### config.mk
export PLATFORM = sky130hd
export DESIGN_NAME = regfile_write_arbiter_flat
export DESIGN_NICKNAME = d
export VERILOG_FILES = /design/src/rtl/regfile_write_arbiter_if.sv /design/src/rtl/regfile_write_arbiter.sv /design/src/flat_wrapper.sv
export SDC_FILE = /design/constraint.sdc
export NUM_CORES = 1
export LEC_CHECK = 0
export CAP_MARGIN = 20
export CORE_MARGIN = 2
export CORE_UTILIZATION = 41
export DETAILED_ROUTE_END_ITERATION = 8
export PLACE_DENSITY = 0.95
export SYNTH_ARGS = -nofsm -noshare
export SYNTH_HDL_FRONTEND = slang
export SYNTH_SLANG_ARGS = --single-unit
### constraint.sdc
create_clock -name clock -period 2.8 [get_ports clock]
set_clock_uncertainty 0.15 [all_clocks]
set_input_delay 0.28 -clock clock [delete_from_list [all_inputs] [get_ports clock]]
set_output_delay 0.28 -clock clock [all_outputs]
set_load 0.005 [all_outputs]
### src/rtl/regfile_write_arbiter_if.sv
// Bundle between the two write requesters, the arbiter and the register-file write port.
interface regfile_write_arbiter_if;
  localparam int unsigned SEL_W  = 5;
  localparam int unsigned DATA_W = 32;

  logic              reqA_valid;
  logic [SEL_W-1:0]  reqA_sel;
  logic [DATA_W-1:0] reqA_data;
  logic              reqA_ready;
  logic              reqB_valid;
  logic [SEL_W-1:0]  reqB_sel;
  logic [DATA_W-1:0] reqB_data;
  logic              reqB_ready;
  logic              writeEnable;
  logic [SEL_W-1:0]  writeSel;
  logic [DATA_W-1:0] writeData;
  logic              busy;

  modport master (
    output reqA_valid, reqA_sel, reqA_data,
    output reqB_valid, reqB_sel, reqB_data,
    input  reqA_ready, reqB_ready,
    input  writeEnable, writeSel, writeData, busy
  );

  modport slave (
    input  reqA_valid, reqA_sel, reqA_data,
    input  reqB_valid, reqB_sel, reqB_data,
    output reqA_ready, reqB_ready,
    output writeEnable, writeSel, writeData, busy
  );
endinterface

### src/rtl/regfile_write_arbiter.sv
// Round-robin arbiter for the single 32x32 register-file write port (A = writeback, B = load).
// Build option RF_CLEAR_ON_RESET_EN adds a 32-cycle clear sweep (INIT state) after reset.
module regfile_write_arbiter (
  input  logic                  clock,
  input  logic                  reset,
  regfile_write_arbiter_if.slave bus
);
  localparam int unsigned SEL_W  = 5;
  localparam int unsigned DATA_W = 32;

  logic              run_c;
  logic              grant_a_c;
  logic              grant_b_c;
  logic              we_q, we_d;
  logic [SEL_W-1:0]  sel_q, sel_d;
  logic [DATA_W-1:0] data_q, data_d;
  logic              last_b_q, last_b_d;

`ifdef RF_CLEAR_ON_RESET_EN
  localparam logic [0:0]       ST_INIT  = 1'b0;
  localparam logic [0:0]       ST_RUN   = 1'b1;
  localparam logic [SEL_W-1:0] LAST_SEL = SEL_W'(31);

  logic [0:0]       state_q, state_d;
  logic [SEL_W-1:0] cnt_q, cnt_d;

  assign run_c    = (state_q == ST_RUN);
  assign bus.busy = (state_q == ST_INIT);

  always_ff @(posedge clock) begin
    if (reset) begin
      state_q <= ST_INIT;
      cnt_q   <= '0;
    end else begin
      state_q <= state_d;
      cnt_q   <= cnt_d;
    end
  end
`else
  assign run_c    = 1'b1;
  assign bus.busy = 1'b0;
`endif

  // Grant: a lone requester wins; on a tie the one not granted last wins.
  always_comb begin
    grant_a_c = 1'b0;
    grant_b_c = 1'b0;
    if (run_c) begin
      if (bus.reqA_valid && bus.reqB_valid) begin
        grant_a_c = last_b_q;
        grant_b_c = !last_b_q;
      end else begin
        grant_a_c = bus.reqA_valid;
        grant_b_c = bus.reqB_valid;
      end
    end
  end

  assign bus.reqA_ready = grant_a_c;
  assign bus.reqB_ready = grant_b_c;

  always_comb begin
    we_d     = 1'b0;
    sel_d    = sel_q;
    data_d   = data_q;
    last_b_d = last_b_q;
`ifdef RF_CLEAR_ON_RESET_EN
    state_d  = state_q;
    cnt_d    = cnt_q;
`endif
    if (grant_a_c) begin
      we_d     = (bus.reqA_sel != '0);
      sel_d    = bus.reqA_sel;
      data_d   = bus.reqA_data;
      last_b_d = 1'b0;
    end else if (grant_b_c) begin
      we_d     = (bus.reqB_sel != '0);
      sel_d    = bus.reqB_sel;
      data_d   = bus.reqB_data;
      last_b_d = 1'b1;
    end
`ifdef RF_CLEAR_ON_RESET_EN
    // Sweep holds at 31 rather than wrapping; the last sweep write hands over to RUN.
    if (state_q == ST_INIT) begin
      we_d   = 1'b1;
      sel_d  = cnt_q;
      data_d = '0;
      if (cnt_q == LAST_SEL) begin
        state_d = ST_RUN;
      end else begin
        cnt_d = cnt_q + SEL_W'(1);
      end
    end
`endif
  end

  always_ff @(posedge clock) begin
    if (reset) begin
      we_q     <= 1'b0;
      sel_q    <= '0;
      data_q   <= '0;
      last_b_q <= 1'b1;
    end else begin
      we_q     <= we_d;
      sel_q    <= sel_d;
      data_q   <= data_d;
      last_b_q <= last_b_d;
    end
  end

  assign bus.writeEnable = we_q;
  assign bus.writeSel    = sel_q;
  assign bus.writeData   = data_q;
endmodule

### src/flat_wrapper.sv
// flat-port wrapper written by rule: the top's interface ports become plain ports
module regfile_write_arbiter_flat 
  (clock, reset, bus_reqA_valid, bus_reqA_sel, bus_reqA_data, bus_reqB_valid, bus_reqB_sel, bus_reqB_data, bus_reqA_ready, bus_reqB_ready, bus_writeEnable, bus_writeSel, bus_writeData, bus_busy);
  regfile_write_arbiter_if bus_i ();
  input  logic clock;
  input  logic reset;
  input wire logic [$bits(bus_i.reqA_valid)-1:0] bus_reqA_valid;
  input wire logic [$bits(bus_i.reqA_sel)-1:0] bus_reqA_sel;
  input wire logic [$bits(bus_i.reqA_data)-1:0] bus_reqA_data;
  input wire logic [$bits(bus_i.reqB_valid)-1:0] bus_reqB_valid;
  input wire logic [$bits(bus_i.reqB_sel)-1:0] bus_reqB_sel;
  input wire logic [$bits(bus_i.reqB_data)-1:0] bus_reqB_data;
  output wire logic [$bits(bus_i.reqA_ready)-1:0] bus_reqA_ready;
  output wire logic [$bits(bus_i.reqB_ready)-1:0] bus_reqB_ready;
  output wire logic [$bits(bus_i.writeEnable)-1:0] bus_writeEnable;
  output wire logic [$bits(bus_i.writeSel)-1:0] bus_writeSel;
  output wire logic [$bits(bus_i.writeData)-1:0] bus_writeData;
  output wire logic [$bits(bus_i.busy)-1:0] bus_busy;
  assign bus_i.reqA_valid = bus_reqA_valid;
  assign bus_i.reqA_sel = bus_reqA_sel;
  assign bus_i.reqA_data = bus_reqA_data;
  assign bus_i.reqB_valid = bus_reqB_valid;
  assign bus_i.reqB_sel = bus_reqB_sel;
  assign bus_i.reqB_data = bus_reqB_data;
  assign bus_reqA_ready = bus_i.reqA_ready;
  assign bus_reqB_ready = bus_i.reqB_ready;
  assign bus_writeEnable = bus_i.writeEnable;
  assign bus_writeSel = bus_i.writeSel;
  assign bus_writeData = bus_i.writeData;
  assign bus_busy = bus_i.busy;
  regfile_write_arbiter u_core (.clock(clock), .reset(reset), .bus(bus_i));
endmodule
======== Word-level counts from Yosys, hierarchy flattened ========
Cells that the tools add are included.
cells by class
  multiplexer cells ....................... 10
  reductions and logical operators ........ 5
operators with widths
  kind               count
  $mux 32            2
  $mux 5             2
  $reduce_bool 5->1  2
  $mux 1             6
  $reduce_bool 2->1  1
  $logic_and 1x1->1  1
  $logic_not 1->1    1
word-level totals
  flip-flop bits (word level) ............. 39
  bits of input ports ..................... 78
  output and inout port bits .............. 41
  logic and storage cells ................. 19

======== Longest topological paths before layout ========
  word-level depth ........................ 4
  depth in mapped cells ................... 6
  mapped depth without buffers ............ 3

======== Worst setup path after synthesis ========
No wires, ideal clock.
  path kind ............................... register to register
  start point ............................. register u_core.last_b_q
  end point ............................... register u_core.data_q[10], in the netlist u_core.bus.writeData[10]
  library setup time ...................... 103 ps
  data arrival time ....................... 1186 ps
  required time ........................... 2547 ps
  path slack .............................. 1360 ps
  stages on the path, launching flop included .. 6
  buffers on the path ..................... 3
  clock period less this slack ............ 1440 ps
  path through ............................ dfxtp_1 clkbuf_2 o21a_1 buf_6 buf_6 a2111oi_2
between the ends
  elaborated cells between the ends (all ways) .. 5
  those cells by class .................... mux: 3; reduce/logical: 2
RTL lines
  element                                       line                          source
  from (decl)                                   regfile_write_arbiter.sv:17   logic last_b_q, last_b_d;
  from (signal assigned)                        regfile_write_arbiter.sv:107  last_b_q <= last_b_d;
  $mux 1 *                                      regfile_write_arbiter.sv:49   if (bus.reqA_valid && bus.reqB_valid) begin
  named net bus_reqA_ready                      flat_wrapper.sv:13            output wire logic [$bits(bus_i.reqA_ready)-1:0] bus_reqA_ready;
  $mux 32 or $reduce_bool 2->1 (tied branches)  --
  to (signal assigned)                          regfile_write_arbiter.sv:106  data_q <= data_d;
  to (decl)                                     regfile_write_arbiter.sv:16   logic [DATA_W-1:0] data_q, data_d;
Mark *: on every way through the listed nets, which the timed path passes. The rest lies on a longest branch.
A chain may end at the register's enable or synchronous reset.

======== Final worst setup path ========
  start point ............................. input port bus_reqB_valid
  end point ............................... output port bus_reqA_ready
between the ends
  word-level cells in the longest chain between the ends .. 2
RTL lines
  element            line                         source
  from (decl)        flat_wrapper.sv:10           input wire logic [$bits(bus_i.reqB_valid)-1:0] bus_reqB_valid;
  $logic_and 1x1->1  regfile_write_arbiter.sv:49
  $mux 1             regfile_write_arbiter.sv:49
  to (decl)          flat_wrapper.sv:13
Every way passes these cells.

==> impl_metrics.yaml <==
critical_path:
  critical-path-slowest-cell: "sky130_fd_sc_hd__clkdlybuf4s50_1"
  cp_max_fo: 22
  timing.critical_path.max_delay_family: "buffers and inverters"
  slowest_delay_ns: 0.63
  crit_path_frequent_cell: "sky130_fd_sc_hd__clkdlybuf4s50_1"
  worstPathBufferInverterCount: 3
  setup.worst_path.end_class: "output pin"
  regToRegSetupSlack_ns: 1.00
  critical_path_class: "in2out"
  worst_ep_required_time_ns: 2.37
  cp_cell_sequence: "clkdlybuf4s50_1, inv_2, o21a_2, clkdlybuf4s50_1"
  startpoint_kind_of_the_worst_setup_timing_path: "input port"
  worst_ep_arrival_time_ns: 2.01
routing:
  remaining_drc_errors: 0
  firstDrtPassIters: 4
  antenna_left: 0
  route.final.wire_length_um: 5930
  via_per_inst: 5.29
  wl_per_cell_um: 14.9
  drt-initial-drc-count: 137
  routed-via-count: 2102
timing:
  timing_worst_slew_pin_value_ns: 1.03
  ratio_of_final_minimum_period_to_clock_period: 0.871
  final_critical_path_setup_slack_ns: 0.360
  slew_headroom: 0.315
  finalSetupTns_ns: 0
  final-max-slew-violation-count: 0
  grt_setup_unrepaired: "false"
  fmax_mhz: 410
  final_hold_vios: 0
  final-setup-viol-count: 0
  period_minus_slack_ns: 2.44
logic_synthesis:
  synth_top_family_by_area: "compound AO/OA/AOI/OAI gates"
  synth_compound_area_frac: 0.400
  synth.yosys.warnings: 0
  asyncSetResetFlopFracSynth: 0
  post_synth_and_or_nand_nor_area_fraction: 0.0821
  synth_nets: 305
  synthMuxAreaShare: 0
  synth_seq_cells: 39
  synthesized_area_mm2: 0.00207
  ys_seq_area_frac: 0.377
  synth.distinct_cells: 22
  synth_ff_type: "sky130_fd_sc_hd__dfxtp_1"
  synth-adder-area-share: 0
  cell_count_after_synthesis: 227
  post_synthesis_area_per_instance_um2: 9.13
  synth-edff-count: 0
  synthXorXnorAreaFrac: 0
cts:
  hold_buffers: 0
  clock_latency_ns: 0.28
  numCtsBuffers: 5
  post_cts_resized: 0
  root_buffer: "sky130_fd_sc_hd__clkbuf_8"
  clock_transition_at_path_regs_ns: 0.07
  clock-sinks: 39
  postCtsSetupBuffers: 0
  clock_path_buffers: 2
  cts_tree: "built"
  htreeDepth: 2
floorplanning:
  floorplan.core_area_mm2: 0.00479
  num_io_pins: 119
  initial_utilization: 0.433
  fp.dieH_um: 75.1
  overall_die_width_um: 75.1
  fp.dieArea_mm2: 0.00564
  num_rows: 25
outcome:
  outcome: "completed"
final_layout:
  nFillCells: 378
  final-instance-count-excl-fill: 397
  drive_gt1_frac: 0.139
  insertedDiodeCount: 0
  multi_input_area_mm2: 0.00100
  regArea_um2: 781
  fin_nets: 408
  syn2layout_area_growth_pct: 59.7
placement:
  place.detailed.hpwl_um: 4210
  gp_congestion: 0.715
  place.port_buffers: 117
  pre_cts_ws_ns: 0.361
  placed_cells: 390
power_and_ir_drop:
  vdd_drop_max_mv: 0.283
  p_leak_nw: 1.27
  total_power_w: 0.00139
  powerDensity_mw_per_mm2: 421
global_routing:
  grt_max_degree: 42
  grt_remaining_overflow: 0
  initial_antenna_violation_count: 0
  grt_first_pass_wirelength_um: 9060
  via_count_of_the_first_global_routing_pass: 2068
  grt_use_total: 0.205
run:
  maxCapViolations: 0
hold_path:
  hold_class: "reg2reg"
-- layer usage --
| metal | track usage | vias to the layer above | share of wire |
|---|---|---|---|
| met5 | 0 | - | 0 |
| met2 | 0.357 | 90 | 0.49 |
| met1 | 0.253 | 983 | 0.42 |
| met3 | 0.0402 | 4 | 0.081 |
| met4 | 0.0655 | 0 | 0.0086 |
| li1 | - | 1025 | - |
-- cell usage in the layout, fill, tap and decap left out --
cell	synthesis	layout
sky130_fd_sc_hd__nor2_1	37	37
sky130_fd_sc_hd__or2_1	1	1
sky130_fd_sc_hd__or4_1	2	2
sky130_fd_sc_hd__a211oi_1	37	37
sky130_fd_sc_hd__clkinv_2	0	1
sky130_fd_sc_hd__a2111oi_0	7	7
sky130_fd_sc_hd__o21a_2	0	1
sky130_fd_sc_hd__buf_2	11	1
sky130_fd_sc_hd__inv_1	37	37
sky130_fd_sc_hd__nand2_1	1	1
sky130_fd_sc_hd__clkdlybuf4s50_1	0	116
sky130_fd_sc_hd__buf_4	2	6
sky130_fd_sc_hd__o221ai_1	1	1
sky130_fd_sc_hd__a2111oi_2	30	30
sky130_fd_sc_hd__a21boi_0	1	1
sky130_fd_sc_hd__conb_1	1	1
sky130_fd_sc_hd__inv_2	1	1
sky130_fd_sc_hd__nand2b_1	1	1
sky130_fd_sc_hd__o21ai_0	2	2
sky130_fd_sc_hd__clkbuf_8	0	6
sky130_fd_sc_hd__a21oi_1	1	1
sky130_fd_sc_hd__dfxtp_1	39	39
-- path summary, 6_finish.rpt --
| path | start | end | cells after the start |
|---|---|---|---|
| setup reg to reg | u_core.last_b_q | u_core.bus.writeData[19] | 3 |
| hold / removal | u_core.bus.writeData[22] | u_core.bus.writeData[22] | 2 |
| setup / recovery | bus_reqB_valid | bus_reqA_ready | 4 |
| hold reg to reg | u_core.bus.writeData[22] | u_core.bus.writeData[22] | 2 |
-- sequential cells by signal, indices dropped and copies added, names as in the netlist --
signal / flops
u_core.bus.writeData: 32
u_core.bus.writeSel: 5
u_core.last_b_q: 1
u_core.bus.writeEnable: 1
-- worst register-to-register path, delay by kind of cell, from the launching register on --
family	cells	cell delay, ns
AO/OA/AOI/OAI	2	0.88
flip-flops	1	0.31
buffers and inverters	1	0.33
-- cell families (layout without fill, tap and decap cells) --
group	Yosys count	after routing
AOI/OAI and AO/OA	80	80
buffers and inverters	65	168
DFF	39	39
other	1	1
and+or+nand+nor	42	42
-- final cells by class --
cell class,instances,share of cell area
clock buffer,6,0.0250
clock inverter,1,0.00151
inverter,38,0.0431
multi-input combinational,123,0.303
sequential,39,0.236
tap,67,0.0253
timing repair buffer,123,0.366
-- Yosys cell counts (2+ instances only) --
library cell                instances  share of area
sky130_fd_sc_hd__clkbuf_1          10          0.018
sky130_fd_sc_hd__buf_4              2         0.0072
sky130_fd_sc_hd__dfxtp_1           39           0.38
sky130_fd_sc_hd__inv_1             37          0.067
sky130_fd_sc_hd__a211oi_1          37           0.13
sky130_fd_sc_hd__or4_1              2         0.0072
sky130_fd_sc_hd__o21ai_0            2         0.0048
sky130_fd_sc_hd__buf_2             11          0.027
sky130_fd_sc_hd__nor2_1            37          0.067
sky130_fd_sc_hd__a2111oi_0          7          0.030
sky130_fd_sc_hd__a2111oi_2         30           0.22
sky130_fd_sc_hd__buf_6              3          0.016
-- power breakdown --
group / switching (W) / internal (W) / total [W] / leakage, nW
combinational: 0.000157 / 0.000236 / 0.000393 / 0.899
sequential: 0.0000254 / 0.000603 / 0.000628 / 0.326
clock: 0.000180 / 0.000193 / 0.000373 / 0.0470
-- through the flow --
step	utilization	area, µm²	hold slack (ns)
final	0.692	3310	0.371
after global routing	0.692	3310	0.401
after CTS	0.692	3310	0.364
after detailed placement	0.673	3220	0.354
after global placement	0.673	3220	0.340
after floorplan	-	2070	0.267
Note: power is estimated with default switching activity, not from simulation.
==> variant 1, RTL diff (config.mk and constraints unchanged) <==
`SEL_W` is set to 5 in 2 places; all go to 4.
--- a/src/rtl/regfile_write_arbiter_if.sv
+++ b/src/rtl/regfile_write_arbiter_if.sv
@@ -1,6 +1,6 @@
 // Bundle between the two write requesters, the arbiter and the register-file write port.
 interface regfile_write_arbiter_if;
-  localparam int unsigned SEL_W  = 5;
+  localparam int unsigned SEL_W  = 4;
   localparam int unsigned DATA_W = 32;
 
   logic              reqA_valid;
--- a/src/rtl/regfile_write_arbiter.sv
+++ b/src/rtl/regfile_write_arbiter.sv
@@ -5,7 +5,7 @@
   input  logic                  reset,
   regfile_write_arbiter_if.slave bus
 );
-  localparam int unsigned SEL_W  = 5;
+  localparam int unsigned SEL_W  = 4;
   localparam int unsigned DATA_W = 32;
 
   logic              run_c;
Ports: changed (resized bus_reqA_sel, bus_reqB_sel and bus_writeSel); port bits go from 119 to 116. No check against the original RTL was run, so the function may have changed too.
==> variant 1 against the unedited design <==
- area after synthesis shrank 2.0%
- wire length grew 9.3%
- total power grew 3.5%
- worst setup slack improved by 210 ps
- via count rose by 4.8%
- cell area is 2.9% lower
- maximum frequency up 9.4%
- highest routed layer unchanged
- sequential cell count shrank 1
==> variant 1: results (changes against the unedited design) <==
| Metric | Value |
|---|---|
| Outcome | completed |
| Flop2flop setup slack | 1270 ps (+270 ps) |
| First-pass GRT wire length | 9960 um (+9.9%) |
| CTS resizes | 0 (unchanged) |
| Max incr delay on CP | 580 ps (-50 ps) |
| Max reg flops | 32 (unchanged) |
| Worst VDD drop | 0.000281 V (-0.89%) |
| Vias per inst | 5.65 (+6.7%) |
| Top post-synthesis cells by count | 38 x dfxtp_1, 37 x nor2_1, 36 x a211oi_1, 36 x nor3_1, 30 x nor4_2 |
| Leak | 1.11 nW (-13%) |
| Hold Crit Endpoint | u_core.bus.writeData[19]$_SDFFE_PP0P_ |
| Placed cell area | 3100 sq um (-3.7%) |
| Placed insts | 382 (-2.1%) |
| Max FO, Critical Path | 5 (-77%) |
| N_diodes | 0 (unchanged) |
| Hold_sp | u_core.bus.writeData[19]$_SDFFE_PP0P_ |
| Largest cells by area after synthesis | dfxtp_1 37%, nor4_2 18%, a211oi_1 13%, nor3_1 8.9%, nor2_1 6.8% |
| Largest net degree at the start of global routing | 39 (-7.1%) |
| Cells after Synth | 224 (-1.3%) |
| Critical Path End | bus_reqB_ready |
| Initial antenna violation count | 0 (unchanged) |
| Wire per inst | 16.6 um (+11%) |
| Port buffer count | 114 (-2.6%) |
| Layout net count | 398 (-2.5%) |
| Worst reg2reg endpoint | u_core.bus.writeData[25]$_SDFFE_PP0P_ |
| Reg2Reg Depth | 4 (+1) |
| Total CTS buffers | 5 (unchanged) |
| Clk root buf | clkbuf_8 |
| Register area share after synthesis | 37.5% (-0.22 points) |
| CP startpoint | bus_reqB_valid |
| Post-synthesis net count | 300 (-1.6%) |
| Layout cells sized above 1 | 14.6% (+0.61 points) |
| Number of global-route vias before repair | 2160 (+4.4%) |
| DP HPWL | 4330 um (+2.8%) |
| Measured slew at the worst slew-check pin | 1030 ps (+3.09 ps) |
| All-Layer GR Usage | 23.0% (+2.5 points) |
| Placer Congestion | 0.822 (+15%) |
| Count of non-filler cells in the finished layout | 390 (-1.8%) |
| Crit path arrival time | 1800 ps (-210 ps) |
| Maximum clock insertion buffer count | 2 (unchanged) |
| Fillers | 412 (+9.0%) |
| Clk slew on worst S/H paths | 70 ps (about the same) |
| Starting DRT DRC Count | 220 (+61%) |
| Setup violators final | 0 (unchanged) |
| Clk Latency, worst-skew pair | 270 ps |
## variant 1: cell count changes in the layout (fill, tap and decap cells not counted), sizes merged, moves of 2 or more
| cell | change |
|---|---|
| a2111oi | -37 |
| inv | -37 |
| nor3 | +36 |
| nor4 | +36 |
| clkdlybuf4s50 | -3 |
| clkbuf | +2 |
| o21ai | -2 |
## variant 1: logic make-up after synthesis
| logic type | share of synthesized area [%] |
|---|---|
| flops | 37.5 |
| simple gates | 38.4 |
| buf+inv | 9.37 |
| other cells | 0.185 |
| compound gates | 14.6 |
## variant 1: power breakdown
part / leakage (nW) / internal [mW] / total (mW) / switching (mW)
sequential: 0.317 / 0.587 / 0.611 / 0.0236
combinational: 0.736 / 0.235 / 0.397 / 0.162
clock: 0.0575 / 0.249 / 0.435 / 0.187
total: 1.11 / 1.07 / 1.44 / 0.372
## variant 1: stage by stage
stage	setup WS, ps	total power [mW]	hold slack, ps	util (%)
6_report	569	1.44	347	67.6
5_1_grt	551	1.51	377	67.6
4_1_cts	607	1.46	350	67.6
3_5_place_dp	559	1.02	334	65.2
3_3_place_gp	639	1.01	331	65.2
2_1_floorplan	1460	0.798	312	-
## variant 1: routing by layer
| metal | vias to the layer above | wire length [um] | global-route usage, % |
|---|---|---|---|
| li1 | 1036 | - | - |
| met4 | 0 | 125 | 7.14 |
| met5 | - | 0 | 0 |
| met2 | 97 | 3150 | 38.2 |
| met3 | 10 | 488 | 5.15 |
| met1 | 1060 | 2720 | 29.6 |
## variant 1: layout make-up
cell class / count / area (sq um) / share of cell area, %
sequential: 38 / 761 / 23.7
inverter: 1 / 3.75 / 0.117
clock buffer: 8 / 110 / 3.43
timing repair buffer: 119 / 1170 / 36.5
tap: 67 / 83.8 / 2.61
multi-input combinational: 157 / 1080 / 33.6
==> variant 2, RTL diff (same settings) <==
Made on the original files. `data_q` no longer has a reset.
--- a/src/rtl/regfile_write_arbiter.sv
+++ b/src/rtl/regfile_write_arbiter.sv
@@ -98,14 +98,16 @@
     if (reset) begin
       we_q     <= 1'b0;
       sel_q    <= '0;
-      data_q   <= '0;
       last_b_q <= 1'b1;
     end else begin
       we_q     <= we_d;
       sel_q    <= sel_d;
-      data_q   <= data_d;
       last_b_q <= last_b_d;
     end
+  end
+
+  always_ff @(posedge clock) begin
+    data_q <= data_d;
   end
 
   assign bus.writeEnable = we_q;
Function: changed (Yosys sat finds a counterexample within 4 cycles, from zero or initial values and one cycle with reset high).
==> variant 2 against the unedited design <==
- wire length fell by 18%
- count of clock-buffer cells in the layout did not move
- worst setup slack improved by 320 ps
- cell area fell by 7.7%
- area after synthesis fell by 14%
- total power rose by 0.19%
- combinational power fell by 16%
- first-iteration DRC count fell by 34%
- cell count fell by 28%
- sequential cell count did not move
- worst hold slack improved by 2.7 ps
- critical endpoint is now bus_reqB_ready
==> variant 2: results (changes against the unedited design) <==
| Metric | Value |
|---|---|
| Post-synthesis net count | 191 (-37%) |
| DP HPWL | 3870 um (-8.0%) |
| Top post-synthesis cells by count | 32 x edfxtp_1, 22 x mux2_2, 10 x mux2_4 |
| Leak | 1.15 nW (-9.3%) |
| Number of global-route vias before repair | 1468 (-29%) |
| Starting Density | 43.4% (+0.062 points) |
| NetSw | 303 uW (-17%) |
| Crit path arrival time | 1690 ps (-320 ps) |
| Worst VDD drop | 0.000325 V (+15%) |
| Power share of the clock group | 25.8% (-0.9 points) |
| Worst reg2reg endpoint | u_core.bus.writeData[0]$_DFFE_PP_ |
| First-pass GRT wire length | 7370 um (-19%) |
| M1 wire length | 1550 um (-38%) |
| Hold_sp | u_core.bus.writeSel[3]$_SDFFE_PP0P_ |
| Outcome | completed |
| Starting DRT DRC Count | 90 (-34%) |
| Pwr per Cell Area | 457 nW/um^2 (+8.5%) |
| Critical Path End | bus_reqB_ready |
| Layout cells sized above 1 | 20.1% (+6.1 points) |
| CP startpoint | bus_reqA_valid |
| Placed insts | 276 (-29%) |
| Min Hold Slack | 373 ps (+2.65 ps) |
| M3 GR Usage | 6.83% (+2.8 points) |
| Met2 WL | 2880 um (-0.76%) |
| Synth cell types | 25 (+14%) |
| Largest cells by area after synthesis | edfxtp_1 54%, mux2_2 14%, mux2_4 8.5%, dfxtp_1 7.9%, a2111oi_1 2.3% |
| FF/Latch Area | 1100 sq um (+41%) |
| Hold Crit Endpoint | u_core.bus.writeSel[3]$_SDFFE_PP0P_ |
| Cells after Synth | 113 (-50%) |
[variant 2: cell count changes after synthesis, moves of 29 or more]
cell       unedited run  this run
nor2_1               37         5
a2111oi_2            30         1
dfxtp_1              39         7
a211oi_1             37         5
inv_1                37         6
edfxtp_1              0        32
[variant 2: kinds of logic (layout without fill, tap and decap cells)]
| kind of cell | count (synthesis) | in the layout | share of synthesized area (%) |
|---|---|---|---|
| and+or+nand+nor | 11 | 11 | 2.75 |
| AOI/OAI and AO/OA | 15 | 15 | 7.42 |
| other | 1 | 1 | 0.212 |
| buffers and inverters | 15 | 136 | 5.01 |
| DFF | 39 | 39 | 62.1 |
| muxes | 32 | 32 | 22.5 |
[variant 2: layout make-up]
type | instances | area share [%]
tap | 50 | 2.05
sequential | 39 | 36.0
inverter | 7 | 0.860
multi-input combinational | 59 | 19.1
clock buffer | 6 | 2.38
timing repair buffer | 121 | 39.3
clock inverter | 2 | 0.287
